### src/rtl/fixed_pkg.sv
// Shared definitions for the keypad-to-12.4 fixed-point converter:
// the FSM encoding, the decimal/binary scaling constants and the
// shift-add multiply-by-ten helper used by both accumulators.
package fixed_pkg;

    typedef enum logic [2:0] {
        INT_ENTRY  = 3'd0,
        FRAC_ENTRY = 3'd1,
        PAD        = 3'd2,
        DIV        = 3'd3,
        OUT        = 3'd4
    } state_t;

    // One 1/16 step expressed in units of 0.0001.
    localparam logic [13:0] FRAC_STEP  = 14'd625;
    localparam logic [2:0]  MAX_DIGITS = 3'd4;
    // Largest integer part that fits a positive 12.4 value.
    localparam logic [13:0] INT_MAX    = 14'd2047;
    localparam logic [15:0] POS_SAT    = 16'h7FFF;
    localparam logic [15:0] NEG_SAT    = 16'h8000;

    // x*10 as (x<<3)+(x<<1). Callers only pass values of at most 999,
    // so the 14-bit result never truncates a significant bit.
    function automatic logic [13:0] times_ten(input logic [13:0] x);
        return {x[10:0], 3'b000} + {x[12:0], 1'b0};
    endfunction

endpackage

### src/rtl/frac_nibble_divider.sv
// Fixed-latency restoring divider: counts how many times 625 fits into the
// padded fraction, giving the 4-bit binary fraction by truncation.
// A start pulse loads the dividend and runs the first step; done is high
// in the 16th cycle, and nib holds its final value until the next start.
module frac_nibble_divider
    import fixed_pkg::*;
(
    input  logic        clk,
    input  logic        rst,
    input  logic        abort,
    input  logic        start,
    input  logic [13:0] dividend,
    output logic [3:0]  nib,
    output logic        done,
    output logic        busy
);

    logic [13:0] rem;
    logic [3:0]  step_cnt;
    logic        running;
    logic [13:0] cur_rem;
    logic [3:0]  cur_nib;
    logic [13:0] step_rem;
    logic [3:0]  step_nib;

    // One subtract-and-count step, fed from the dividend on the start cycle.
    // The dividend is at most 9999, so nib tops out at 15 and cannot wrap.
    always_comb begin
        cur_rem  = start ? dividend : rem;
        cur_nib  = start ? 4'd0 : nib;
        step_rem = cur_rem;
        step_nib = cur_nib;
        if (cur_rem >= FRAC_STEP) begin
            step_rem = cur_rem - FRAC_STEP;
            step_nib = cur_nib + 4'd1;
        end
    end

    assign done = running && (step_cnt == 4'd15);
    assign busy = running;

    // Iteration registers: advance on start and while running, stop after 16 steps.
    always_ff @(posedge clk) begin
        if (rst || abort) begin
            rem      <= 14'd0;
            nib      <= 4'd0;
            step_cnt <= 4'd0;
            running  <= 1'b0;
        end else if (start || running) begin
            rem <= step_rem;
            nib <= step_nib;
            if (start) begin
                step_cnt <= 4'd1;
                running  <= 1'b1;
            end else if (done) begin
                step_cnt <= 4'd0;
                running  <= 1'b0;
            end else begin
                step_cnt <= step_cnt + 4'd1;
            end
        end
    end

endmodule

### src/rtl/decimal_to_twelve_four_fixed.sv
// Keypad decimal entry (up to 4 integer and 4 fraction digits plus sign)
// converted to a saturating signed 12.4 two's-complement value.
// A conversion takes 4 pad cycles, 16 divide cycles and 1 output cycle.
module decimal_to_twelve_four_fixed (
    input  logic        clk,
    input  logic        rst,
    input  logic        digit_valid,
    input  logic [3:0]  digit,
    input  logic        point,
    input  logic        neg_toggle,
    input  logic        enter,
    input  logic        clear,
    output logic [15:0] val,
    output logic        val_valid,
    output logic        overflow,
    output logic        busy,
    output logic        is_negative
);

    import fixed_pkg::*;

    state_t      state;
    state_t      state_next;
    logic [13:0] int_acc;
    logic [13:0] frac_acc;
    logic [2:0]  int_cnt;
    logic [2:0]  frac_cnt;
    logic [1:0]  pad_cnt;

    logic        in_entry;
    logic        act_enter;
    logic        act_point;
    logic        act_neg;
    logic        act_digit;

    logic        div_start;
    logic        div_done;
    logic        div_busy;
    logic [3:0]  div_nib;

    logic [17:0] full_mag;
    logic [15:0] result_val;
    logic        result_ovf;

    // Strobe decode: only the highest-priority strobe acts, and only while entering.
    always_comb begin
        in_entry  = (state == INT_ENTRY) || (state == FRAC_ENTRY);
        act_enter = in_entry && !clear && enter;
        act_point = in_entry && !clear && !enter && point;
        act_neg   = in_entry && !clear && !enter && !point && neg_toggle;
        act_digit = in_entry && !clear && !enter && !point && !neg_toggle
                    && digit_valid && (digit <= 4'd9);
    end

    // Next-state logic; clear overrides everything and returns to entry.
    always_comb begin
        state_next = state;
        case (state)
            INT_ENTRY: begin
                if (act_enter) begin
                    state_next = PAD;
                end else if (act_point) begin
                    state_next = FRAC_ENTRY;
                end
            end
            FRAC_ENTRY: begin
                if (act_enter) begin
                    state_next = PAD;
                end
            end
            PAD: begin
                if (pad_cnt == 2'd3) begin
                    state_next = DIV;
                end
            end
            DIV: begin
                if (div_done) begin
                    state_next = OUT;
                end
            end
            OUT: begin
                state_next = INT_ENTRY;
            end
            default: begin
                state_next = INT_ENTRY;
            end
        endcase
        if (clear) begin
            state_next = INT_ENTRY;
        end
    end

    // State register.
    always_ff @(posedge clk) begin
        if (rst) begin
            state <= INT_ENTRY;
        end else begin
            state <= state_next;
        end
    end

    assign busy      = (state == PAD) || (state == DIV) || (state == OUT);
    assign div_start = (state == DIV) && !div_busy;

    frac_nibble_divider u_divider (
        .clk      (clk),
        .rst      (rst),
        .abort    (clear),
        .start    (div_start),
        .dividend (frac_acc),
        .nib      (div_nib),
        .done     (div_done),
        .busy     (div_busy)
    );

    // Signed result with saturation. The full 18-bit magnitude is compared so
    // that integer parts beyond 12 bits always saturate, while exactly -2048.0
    // stays representable as 0x8000 without flagging overflow.
    always_comb begin
        full_mag   = {int_acc, div_nib};
        result_val = full_mag[15:0];
        result_ovf = 1'b0;
        if (is_negative) begin
            if (full_mag > {2'b00, NEG_SAT}) begin
                result_val = NEG_SAT;
                result_ovf = 1'b1;
            end else begin
                result_val = 16'h0000 - full_mag[15:0];
            end
        end else if (int_acc > INT_MAX) begin
            result_val = POS_SAT;
            result_ovf = 1'b1;
        end
    end

    // Entry accumulators, fraction padding and the registered result.
    always_ff @(posedge clk) begin
        if (rst || clear) begin
            int_acc     <= 14'd0;
            frac_acc    <= 14'd0;
            int_cnt     <= 3'd0;
            frac_cnt    <= 3'd0;
            pad_cnt     <= 2'd0;
            is_negative <= 1'b0;
            val         <= 16'h0000;
            val_valid   <= 1'b0;
            overflow    <= 1'b0;
        end else begin
            val_valid <= 1'b0;
            case (state)
                INT_ENTRY: begin
                    if (act_neg) begin
                        is_negative <= ~is_negative;
                    end
                    if (act_digit && (int_cnt < MAX_DIGITS)) begin
                        int_acc <= times_ten(int_acc) + {10'd0, digit};
                        int_cnt <= int_cnt + 3'd1;
                    end
                end
                FRAC_ENTRY: begin
                    if (act_neg) begin
                        is_negative <= ~is_negative;
                    end
                    if (act_digit && (frac_cnt < MAX_DIGITS)) begin
                        frac_acc <= times_ten(frac_acc) + {10'd0, digit};
                        frac_cnt <= frac_cnt + 3'd1;
                    end
                end
                PAD: begin
                    if (({1'b0, frac_cnt} + {2'b00, pad_cnt}) < 4'd4) begin
                        frac_acc <= times_ten(frac_acc);
                    end
                    pad_cnt <= pad_cnt + 2'd1;
                end
                OUT: begin
                    val         <= result_val;
                    overflow    <= result_ovf;
                    val_valid   <= 1'b1;
                    int_acc     <= 14'd0;
                    frac_acc    <= 14'd0;
                    int_cnt     <= 3'd0;
                    frac_cnt    <= 3'd0;
                    is_negative <= 1'b0;
                end
                default: begin
                end
            endcase
        end
    end

endmodule

### config.mk
export PLATFORM = sky130hd
export DESIGN_NAME = decimal_to_twelve_four_fixed
export DESIGN_NICKNAME = d
export VERILOG_FILES = /design/src/rtl/fixed_pkg.sv /design/src/rtl/frac_nibble_divider.sv /design/src/rtl/decimal_to_twelve_four_fixed.sv
export SDC_FILE = /design/constraint.sdc
export NUM_CORES = 1
export LEC_CHECK = 0
export ABC_AREA = 0
export BUFFER_PORTS_ARGS = -buffer_cell sky130_fd_sc_hd__buf_2
export CAP_MARGIN = 20
export CORE_ASPECT_RATIO = 0.75
export CORE_MARGIN = 2
export CORE_UTILIZATION = 50
export CTS_BUF_LIST = sky130_fd_sc_hd__clkbuf_2 sky130_fd_sc_hd__clkbuf_4 sky130_fd_sc_hd__clkbuf_8
export DETAILED_ROUTE_END_ITERATION = 16
export GPL_TIMING_DRIVEN = 1
export PLACE_DENSITY = 0.7
export RECOVER_POWER = 100
export SETUP_SLACK_MARGIN = 0.5
export SLEW_MARGIN = 30
export SYNTH_ARGS = -nofsm -noshare
export SYNTH_HDL_FRONTEND = slang
export SYNTH_SLANG_ARGS = --single-unit
### constraint.sdc
create_clock -name clk -period 3.1 [get_ports clk]
set_input_delay 0.31 -clock clk [delete_from_list [all_inputs] [get_ports clk]]
set_output_delay 0.31 -clock clk [all_outputs]
set_load 0.02 [all_outputs]
; Word level (Yosys, flattened, before mapping)
; Cells that the tools add are included.
[op_classes]
addsub = 12
magnitude_cmp = 7
n_eq_ne = 14
mux = 32
n_bitwise = 1
n_reduce_logical = 37
[ops]
columns = op, count
row1 = 14-bit two-way mux, 5
row2 = 16-bit two-way mux, 3
row3 = 14-bit one-hot mux with 3 select lines, 1
row4 = 14-bit adder, 2
row5 = 14-bit by 4-bit adder with 14-bit output, 2
row6 = 14-bit one-hot mux with 2 select lines, 1
row7 = 3-bit two-way mux, 7
row8 = "18-bit by 16-bit > comparator with 1-bit output, second input constant", 1
row9 = 4-bit two-way mux, 4
row10 = "1-bit by 16-bit subtractor with 16-bit output, first input constant", 1
row11 = "14-bit by 10-bit >= comparator with 1-bit output, second input constant", 1
row12 = "14-bit by 11-bit > comparator with 1-bit output, second input constant", 1
row13 = "14-bit by 10-bit subtractor with 14-bit output, second input constant", 1
row14 = 1-bit logical AND, 13
row15 = 3-bit one-hot mux with 2 select lines, 2
row16 = 3-bit one-hot mux with 4 select lines, 1
row17 = "4-bit by 1-bit adder with 4-bit output, second input constant", 2
row18 = "2-bit by 1-bit != test with 1-bit output, second input constant", 4
row19 = 2-bit AND reduction, 4
row20 = 2-bit nonzero test, 4
row21 = 1-bit two-way mux, 7
row22 = "3-bit by 1-bit adder with 3-bit output, second input constant", 2
row23 = "3-bit by 2-bit equality test with 1-bit output, second input constant", 2
row24 = "3-bit < comparator, second input constant", 2
row25 = 19 further kinds, 30
[totals]
regBits = 81
in_bits = 11
wordCells = 117

; Longest topological paths before layout
; Gate-level depths: netlist of run 1.
[depth]
ltp_word = 11
ltp_mapped = 14

; Hierarchy
; A second synthesis of run 1 with hierarchy kept.
[unflattened]
hier_cells = 716
hier_area_um2 = 5776.8
[by_module_without_submodules]
columns = mod, instances, cells_per_inst, area_per_inst_um2
row1 = decimal_to_twelve_four_fixed, 1, 497, 4041.4
row2 = frac_nibble_divider, 1, 219, 1735.4

; Least setup slack after synthesis of run 1
; No wires, ideal clock.
[synth_timing]
kind = reg-to-reg
start = register int_acc[2]
end = register int_acc[12]
setup_ps = 132
arrival_time_ps = 2905
required_time_ps = 2968
setup_slack_ps = 63
stages_incl_launch_ff = 11
path_buffers = 0
path_cell_list = dfxtp_1 fa_1 fa_1 a21o_1 a21oi_1 o21bai_1 a2111oi_0 nor3_1 a311oi_1 xor2_1 o31ai_1
[synth_via]
elab_chain_len = 4
[synth_rtl]
columns = element, line_no
row1 = "start, declared", decimal_to_twelve_four_fixed.sv:24  ; logic [13:0] int_acc;
row2 = "start signal, assigned", decimal_to_twelve_four_fixed.sv:156  ; int_acc <= times_ten(int_acc) + {10'd0, digit};
row3 = 14-bit adder, fixed_pkg.sv:25  ; return {x[10:0], 3'b000} + {x[12:0], 1'b0};
row4 = 14-bit by 4-bit adder with 14-bit output, decimal_to_twelve_four_fixed.sv:156
row5 = 14-bit two-way mux, decimal_to_twelve_four_fixed.sv:155  ; if (act_digit && (int_cnt < MAX_DIGITS)) begin
row6 = 14-bit one-hot mux with 2 select lines, decimal_to_twelve_four_fixed.sv:150  ; case (state)
; Every way passes these cells. The select of a mux whose other input is x is not followed.
; A chain may end at the register's enable or synchronous reset.

; Worst setup path after layout of run 1
[layout_timing]
start = register int_acc[1]
end = register int_acc[12]
; Same word-level chain as after synthesis.

==> impl_metrics.csv, run 1 <==
group,metric,value,unit
yosys,netlist.area_leader.share,28.0,%
run_status,outcome,"finished, final reports clean",
clocking,cts_buffer_depth,2,
power,combPwrFrac,13.2,%
setup_path,path_buf_inv,0,
grt,grt_pass1_vias,5169,
cells_and_area,design_area,0.00661,mm^2
timing,finalSetupViolations,0,
cells_and_area,diodes,0,
floorplan,rows,34,
clocking,root_buffer,"clkbuf_8",
timing,tns,0,ns
drt,drc,0,
drt,detail-route-antenna-nets,0,
timing,rsz0062_at_grt,"true",
floorplan,die_area,0.0125,mm^2
cells_and_area,seq_area,0.00165,mm^2
drt,wl_per_cell,17.1,um
clocking,clock_sinks,81,
timing,max_slew_margin,8.63,%
yosys,synth_nets,773,
setup_path,rr_worst_depth,11,
setup_path,cp_cell_sequence,"ha_1, ha_2, fa_1, a21o_1, a21oi_2, o21bai_1, a2111oi_2, nor3_2, a311oi_2, xor2_1, o31ai_1",
grt,grt-ovfl-total,0,
timing,clock.fmax,342,MHz
clocking,postCtsHoldBufs,0,
grt,grt_pass1_wl,25.3,mm
setup_path,crit_type,"register to register",
power,swShare,26.1,%
yosys,ys.flop_type,"dfxtp_1",
yosys,synth-compound-area-share,22.6,%
clocking,numCtsBuffers,9,
grt,grt_use_total,25.0,%
setup_path,required,3.34,ns
cells_and_area,area_growth,14.1,%
setup_path,rr_endpoint,"int_acc[12]",
yosys,synth_top_family_by_area,"simple AND/OR/NAND/NOR gates",
power,pwr-share-clk,37.7,%
yosys,ys_ff_latch,81,
run,cap_violations,0,
drt,dr.pass1.iters,5,
placed_design,dpl.hpwl,10.8,mm
yosys,synthTopCellsByArea,"dfxtp_1, ha_1, a21oi_1",
floorplan,fp.coreArea,0.0114,mm^2
timing,hold_violations,0,
setup_path,crit_family,"compound AO/OA/AOI/OAI gates",
drt,drt-initial-drc-count,526,
cells_and_area,multi_input_area,0.00404,mm^2
power,netSwitchingPower,564,uW
yosys,synth-edff-count,0,
placed_design,portBuffers,30,
placed_design,post_dp_cell_area,0.00610,mm^2
setup_path,cp-start-kind,"register",
power,power_density,326,mW/mm^2
cells_and_area,fillCellCount,1026,
floorplan,io-pin-count,31,
setup_path,rrSetupSlack,0.17,ns
yosys,yosys.cell_types.count,89,
setup_path,cp_slowest_stage_delay,0.46,ns
cells_and_area,layout-drive-gt1-share,17.0,%
yosys,yosys.area_share.adder,10.9,%
drt,vias_per_cell,6.17,
floorplan,die_w,128,um
grt,grt_start_max_net_pins,30,
clocking,cts_tree,"done",
timing,layout_min_cycle_time,2.93,ns
yosys,synthMuxAreaShare,2.83,%
yosys,yosys.area_share.simple,24.8,%
drt,totalWireLength,15.7,mm
hold_path,min_path_cells,3,
timing,worst_slew_pin_slew,1.37,ns
yosys,yosys_warnings,0,
yosys,synth-xor-area-share,6.13,%
hold_path,min_to,"int_acc[0]",
yosys,syn-mean-instance-area,8.11,um^2
power,power_frac_seq,49.1,%
hold_path,min-delay-start,"digit[0]",
floorplan,initial_core_util,50.6,%
drt,vias,5651,
yosys,netlist_instances,714,
setup_path,crit_arrival,3.16,ns
yosys,synth_area,0.00579,mm^2
setup_path,cp_max_fo,2,
cells_and_area,final_net_count,826,
floorplan,die_y,97.2,um
hold_path,hold_class,"primary input to register",
clocking,htreeDepth,3,
clocking,clk_pin_slew_worst_paths,0.08,ns
power,irDropWorstVdd,213,uV
yosys,async_flop_share,0,%
setup_path,slowest_stage,"fa_1",
timing,drv_slew,0,
setup_path,endpoint_kind,"register",
setup_path,crit-reg2reg-launch,"int_acc[1]",
power,leakagePower,2.68,nW
cells_and_area,final_cell_mix,"nor2_1, dfxtp_1, nand2_1",
grt,antenna_found_initial,0,
cells_and_area,final_common_cell,"nor2_1",
placed_design,routabilityCongestion,0.882,
yosys,yosys.area.top_type,"dfxtp_1",
yosys,ys_seq_area_share,28.0,%
timing,fin_crit_sh,94.4,%
power,p_int,1.59,mW
timing,final.setup_skew,0.0113,ns
clocking,clk_latency,0.37,ns
## stage by stage
stage | setup slack (ns) | total power, mW | std cells | hold slack (ns) | util, %
after floorplan | 0.348 | 1.30 | 714 | 0.439 | -
after global placement | 0.117 | 1.33 | 870 | 0.426 | 53.3
after detailed placement | 0.0938 | 1.34 | 870 | 0.459 | 53.3
after CTS | 0.300 | 2.17 | 902 | 0.185 | 56.7
after global routing | 0.0524 | 2.25 | 916 | 0.195 | 57.8
final | 0.174 | 2.16 | 916 | 0.196 | 57.8
## power groups by stage
stage               Clock, mW  Combinational, mW  Sequential [mW]
floorplan                   0              0.214             1.08
global placement            0              0.248             1.09
detailed placement          0              0.255             1.09
CTS                     0.825              0.282             1.06
global route            0.879              0.309             1.06
finish                  0.814              0.284             1.06
## cells by family (layout without fill, tap and decap cells)
group           after synthesis  after routing
fa+ha+maj                    48             48
mux                          16             16
xor+xnor                     39             39
buf+inv                      55            112
simple gates                276            277
compound gates              199            199
flops                        81             81
## what timing repair did
action / CTS / global route
hold endpoints to repair: 0 / 0
pin swaps: 11 / 21
setup buffers: 16 / 13
endpoints found under the setup margin: 11 / 29
gates cloned: 0 / 1
gates resized for setup: 17 / 33
## cells in the mapped netlist, types with 3 or more instances
library cell,number
dfxtp_1,81
nor2_1,73
nand2_1,63
a21oi_1,57
ha_1,44
o21ai_0,41
nand3_1,39
xnor2_1,26
a211oi_1,23
nor3_1,22
clkbuf_1,18
inv_1,16
mux2i_1,13
xor2_1,12
and3_1,9
buf_2,9
a21o_1,8
nor3b_1,7
a31oi_1,6
buf_6,6
nand2b_1,6
nand4_1,6
o21ai_1,6
o31ai_1,6
nand3b_1,5
nor4_1,5
or3_1,5
a311oi_1,4
and2_1,4
fa_1,4
nor2b_1,4
o21a_1,4
a22oi_1,3
nor3_2,3
nor3b_2,3
o211ai_1,3
o311ai_0,3
or2_2,3
## area by class of cell
class | count | area share (%)
Clock buffer | 13 | 2.52
Multi-Input combinational cell | 579 | 61.0
Tap cell | 144 | 2.72
Timing Repair Buffer | 79 | 7.19
Sequential cell | 81 | 25.0
Inverter | 17 | 0.965
Clock inverter | 3 | 0.605
## worst register-to-register path, stage by stage (launching register included)
cell,delay [ns]
dfxtp_4,0.36
ha_1,0.29
ha_2,0.22
fa_1,0.46
a21o_1,0.19
a21oi_2,0.16
o21bai_1,0.13
a2111oi_2,0.34
nor3_2,0.10
a311oi_2,0.30
xor2_1,0.18
o31ai_1,0.08
## registers in the layout, indices dropped and copies added, names as in the netlist, 2 cells and up
name                flops
u_divider.nib           4
frac_acc               14
pad_cnt                 2
state                   3
int_acc                14
val                    16
u_divider.step_cnt      4
u_divider.rem          14
int_cnt                 3
frac_cnt                3
## per-layer routing
layer	GRT usage (%)	vias to the layer above	routed length [um]
met5	0	-	0
met4	5.16	0	152
met2	38.1	209	6830
met1	36.4	2685	7600
li1	-	2739	-
met3	5.18	18	1110
## worst max-delay path by stage
stage	start	to	cells past startpoint
6_report	int_acc[1]	int_acc[12]	11
5_1_grt	int_acc[1]	int_acc[12]	11
4_1_cts	int_acc[2]	int_acc[12]	10
3_5_place_dp	digit[2]	int_acc[12]	12
3_3_place_gp	digit[2]	int_acc[12]	12
2_1_floorplan	int_acc[2]	int_acc[12]	10
No activity file was read; power rests on OpenSTA's default activity.
==> run 2: changes to the inputs <==
--- a/config.mk
+++ b/config.mk
@@ -11,7 +11,6 @@
 export CORE_ASPECT_RATIO = 0.75
 export CORE_MARGIN = 2
 export CORE_UTILIZATION = 50
-export CTS_BUF_LIST = sky130_fd_sc_hd__clkbuf_2 sky130_fd_sc_hd__clkbuf_4 sky130_fd_sc_hd__clkbuf_8
 export DETAILED_ROUTE_END_ITERATION = 16
 export GPL_TIMING_DRIVEN = 1
 export PLACE_DENSITY = 0.7
==> run 2 against run 1 <==
Against the previous run:
- total power rose by 12%
- flip-flop and latch count did not move
- sequential share of layout area fell by 0.41 points
- via count fell by 0.62%
- clock-buffer cell count did not move
- highest routed layer unchanged
==> impl_metrics.csv, run 2 (same netlist as run 1, synthesis figures left out) <==
group,metric,value,unit
floorplan,die_w,128,um
drt,dr.pass1.iters,5,
timing,layout_min_cycle_time,2.85,ns
drt,drt-initial-drc-count,519,
timing,finalSetupViolations,0,
timing,fin_crit_sh,91.9,%
drt,wl_met1,7.49,mm
drt,drc,0,
timing,setup_ws,0.250,ns
setup_path,rr_endpoint,"u_divider.rem[2]",
hold_path,hold_class,"primary input to register",
timing,final.setup_skew,0.00755,ns
floorplan,io-pin-count,31,
clocking,clock_sinks,81,
cells_and_area,design_area,0.00671,mm^2
setup_path,required,3.33,ns
floorplan,rows,34,
power,leakagePower,2.70,nW
clocking,numCtsBuffers,9,
clocking,htreeDepth,3,
placed_design,place_ws,0.0938,ns
drt,wl_per_cell,17.2,um
setup_path,rrSetupSlack,0.25,ns
drt,dr_wl_met2,6.93,mm
grt,grt_use_total,24.9,%
cells_and_area,fin_util,58.6,%
timing,clock.fmax,351,MHz
cells_and_area,final_cell_mix,"nor2_1, dfxtp_1, nand2_1",
timing,rsz0062_at_grt,"true",
cells_and_area,layout-drive-gt1-share,17.3,%
grt,antenna_found_initial,0,
setup_path,crit_arrival,3.08,ns
setup_path,endpoint_kind,"register",
cells_and_area,final_common_cell,"nor2_1",
timing,worst_slew_pin_slew,1.40,ns
power,irDropWorstVdd,258,uV
clocking,cts_tree,"done",
placed_design,post_dp_cell_area,0.00610,mm^2
placed_design,routabilityCongestion,0.882,
floorplan,die_y,97.2,um
drt,detail-route-antenna-nets,0,
placed_design,dpl.hpwl,10.8,mm
floorplan,fp.coreArea,0.0114,mm^2
setup_path,crit_type,"register to register",
setup_path,cp_max_fo,14,
clocking,clk_latency,0.34,ns
timing,hold_violations,0,
clocking,root_buffer,"clkbuf_16",
timing,drv_slew,0,
grt,grt_start_max_net_pins,30,
cells_and_area,diodes,0,
drt,route.met3.wl,1.20,mm
cells_and_area,regMostFlops,"val",
drt,totalWireLength,15.7,mm
run,cap_violations,0,
hold_path,min-delay-start,"digit[0]",
floorplan,die_area,0.0125,mm^2
setup_path,cp-start-kind,"register",
cells_and_area,largest_reg_flops,16,
hold_path,min_path_cells,3,
placed_design,portBuffers,30,
setup_path,crit-reg2reg-launch,"state[1]",
drt,vias,5616,
hold_path,min_to,"int_acc[0]",
timing,tns,0,ns
grt,grt_pass1_vias,5164,
drt,vias_per_cell,6.15,
drt,top_layer,"met4",
grt,grt_pass1_wl,25.3,mm
timing,max_slew_margin,6.61,%
run_status,outcome,"finished, final reports clean",
timing,hold-worst-slack,0.236,ns
clocking,clk_pin_slew_worst_paths,0.06,ns
cells_and_area,final_net_count,823,
grt,grt-ovfl-total,0,
power,power_density,362,mW/mm^2
floorplan,initial_core_util,50.6,%
cells_and_area,area_growth,15.8,%
setup_path,rr_worst_depth,11,
clocking,cts_buffer_depth,2,
-- run 2: changes by cell type in the layout (fill, tap and decap cells not counted), moves of 2 or more --
| cell | change |
|---|---|
| clkbuf_1 | +2 |
| a21oi_1 | -3 |
| clkbuf_16 | +9 |
| clkbuf_4 | -3 |
| fa_1 | -2 |
| clkbuf_8 | -9 |
| a21oi_2 | +3 |
| fa_2 | +2 |
-- run 2: worst max-delay path by stage --
stage,from,to,slack (ns),depth (start not counted)
floorplan,int_acc[2],int_acc[12],0.35,10
global placement,digit[2],int_acc[12],0.12,12
detailed placement,digit[2],int_acc[12],0.09,12
CTS,int_acc[0],int_acc[12],0.22,10
global route,state[1],u_divider.rem[2],0.09,11
finish,state[1],u_divider.rem[2],0.25,11
-- run 2: repair_timing --
action / in CTS / in global routing
pin swaps: 17 / 25
gates resized for setup: 18 / 34
setup buffers: 13 / 13
cloned: 0 / 1
hold buffers: 0 / 0
setup endpoints to repair: 10 / 31
-- run 2: where the power goes --
group / internal, mW / switching, mW / leakage [nW]
Sequential: 1.05 / 0.0147 / 0.660
Combinational: 0.110 / 0.171 / 1.89
Clock: 0.666 / 0.418 / 0.150
-- run 2: stage by stage --
stage / instances / power, mW
detailed placement: 870 / 1.34
CTS: 899 / 2.42
finish: 913 / 2.43
global route: 913 / 2.52
global placement: 870 / 1.33
floorplan: 714 / 1.30
-- run 2: worst max-delay path, stage by stage (launching register included) --
cell and delay (ns):
dfxtp_1 0.36, nor4bb_4 0.44, mux2i_1 0.34, inv_1 0.11, ha_1 0.21, a211oi_2 0.24
o21bai_2 0.10, clkbuf_1 0.32, nand2_2 0.19, xor2_1 0.17, a21oi_1 0.09, o21a_1 0.17
-- run 2: cell type report --
cell class | instances | area [um^2]
Fill cell | 1012 | 4730
Inverter | 17 | 63.8
Multi-Input combinational cell | 579 | 4070
Sequential cell | 81 | 1650
Clock inverter | 3 | 40.0
Clock buffer | 13 | 260
Timing Repair Buffer | 76 | 449
Tap cell | 144 | 180
-- run 2: layer usage --
metal	global-route usage, %	vias up
li1	-	2730
met1	36.1	2670
met2	37.8	199
met3	6.06	17
met4	4.73	0
met5	0	-
==> run 3: changes to the inputs <==
--- a/config.mk
+++ b/config.mk
@@ -16,7 +16,6 @@
 export PLACE_DENSITY = 0.7
 export RECOVER_POWER = 100
 export SETUP_SLACK_MARGIN = 0.5
-export SLEW_MARGIN = 30
 export SYNTH_ARGS = -nofsm -noshare
 export SYNTH_HDL_FRONTEND = slang
 export SYNTH_SLANG_ARGS = --single-unit
==> constraint.sdc (replaced) <==
create_clock -name clk -period 3.1 [get_ports clk]
set_input_delay 0.155 -clock clk [delete_from_list [all_inputs] [get_ports clk]]
set_output_delay 0.155 -clock clk [all_outputs]
set_load 0.02 [all_outputs]
==> run 3 against run 2 <==
Against the previous run:
- global-route usage grew 1.6 points
- sequential share of layout area shrank 0.79 points
- total power increased by 4.3%
- clock-buffer cell count is 1 lower
- highest routed layer unchanged
- hold slack got worse by 0.15 ns
- cell count rose by 2.3%
- largest cell class unchanged
==> impl_metrics.csv, run 3 (same netlist as run 1, synthesis figures left out) <==
group,metric,value,unit
timing,worst_slew_pin_slew,1.20,ns
grt,grt_start_max_net_pins,43,
timing,fin_crit_sh,92.4,%
setup_path,required,3.31,ns
timing,final.setup_skew,0.00920,ns
floorplan,die_y,97.2,um
drt,totalWireLength,16.8,mm
clocking,numCtsBuffers,9,
setup_path,endpoint_kind,"register",
power,irDropWorstVdd,249,uV
cells_and_area,fin_util,60.4,%
cells_and_area,final_common_cell,"dfxtp_1",
floorplan,fp.coreArea,0.0114,mm^2
timing,max_slew_margin,19.8,%
clocking,cts_tree,"done",
grt,grt_use_total,26.5,%
drt,wl_per_cell,18.0,um
cells_and_area,final_cell_mix,"dfxtp_1, nor2_1, nand2_1",
setup_path,cp-start-kind,"register",
timing,tns,0,ns
timing,hold-worst-slack,0.0842,ns
drt,drc,0,
clocking,clk_latency,0.35,ns
timing,clock.fmax,349,MHz
clocking,clock_sinks,81,
cells_and_area,final_net_count,845,
grt,antenna_found_initial,0,
run,cap_violations,0,
power,p_total,2.53,mW
setup_path,cp_max_fo,2,
cells_and_area,design_area,0.00691,mm^2
floorplan,rows,34,
placed_design,routabilityCongestion,0.904,
power,power_density,366,mW/mm^2
timing,drv_slew,0,
clocking,cts_buffer_depth,2,
placed_design,dpl.hpwl,11.0,mm
clocking,clk_pin_slew_worst_paths,0.06,ns
placed_design,portBuffers,30,
grt,grt-ovfl-total,0,
timing,setup_ws,0.237,ns
grt,grt_pass1_wl,26.9,mm
clocking,htreeDepth,3,
hold_path,hold_class,"primary input to register",
timing,finalSetupViolations,0,
setup_path,crit_arrival,3.07,ns
cells_and_area,regMostFlops,"val",
placed_design,dp_cells,873,
floorplan,io-pin-count,31,
drt,vias_per_cell,6.21,
cells_and_area,finalNonFillerCells,934,
cells_and_area,area_growth,19.2,%
floorplan,initial_core_util,50.6,%
grt,grt_pass1_vias,5544,
floorplan,die_w,128,um
clocking,root_buffer,"clkbuf_16",
run_status,outcome,"finished, final reports clean",
timing,hold_violations,0,
placed_design,place_ws,0.165,ns
drt,dr.pass1.iters,5,
cells_and_area,diodes,0,
cells_and_area,largest_reg_flops,16,
cells_and_area,layout-drive-gt1-share,18.9,%
setup_path,crit_type,"register to register",
floorplan,die_area,0.0125,mm^2
timing,layout_min_cycle_time,2.86,ns
drt,drt-initial-drc-count,495,
drt,detail-route-antenna-nets,0,
placed_design,post_dp_cell_area,0.00614,mm^2
drt,vias,5802,
timing,rsz0062_at_grt,"true",
power,leakagePower,2.82,nW
run 3: timing repair:
action                                  4_1_cts  5_1_grt
hold endpoints to repair                      0        0
pin swaps                                    15       24
setup buffers                                20       24
resized for setup                            13       49
cloned                                        0        2
hold buffers                                  0        0
endpoints found under the setup margin       11       44
run 3: worst paths after layout:
check	from	slack, ns	end	cells after the start
max	int_acc[1]	0.24	int_acc[12]	11
min	digit[0]	0.08	frac_acc[0]	3
max reg2reg	int_acc[1]	0.24	int_acc[12]	11
min reg2reg	val[15]	0.44	val[15]	2
run 3: metal layers:
metal  track usage, %  vias to the layer above  wire (um)
met5                0                        -          0
met4             8.11                        0        273
met3             5.29                       30        900
met2             40.6                      180       7590
met1             37.7                     2828       8020
li1                 -                     2764          -
run 3: final cells by class:
type                       count  area [um^2]
inverter                      17         63.8
timing repair buffer          98          641
sequential                    81         1640
multi-input combinational    579         4070
tap                          144          180
fill                         986         4540
clock inverter                 3         65.1
clock buffer                  12          246
run 3: critical path: stages (launching register included):
cell and delay (ns):
dfxtp_4 0.34, ha_1 0.29, ha_2 0.20, fa_1 0.44, a21o_1 0.19, a21oi_2 0.19, o21bai_2 0.13, a2111oi_4 0.33
nor3_2 0.10, a311oi_2 0.27, xor2_1 0.18, o31ai_1 0.08
run 3: report_power, final:
part | total, mW | leakage (nW) | switching (mW) | internal (mW)
clock | 1.15 | 0.153 | 0.428 | 0.723
combinational | 0.318 | 2.01 | 0.176 | 0.142
sequential | 1.06 | 0.658 | 0.0147 | 1.05
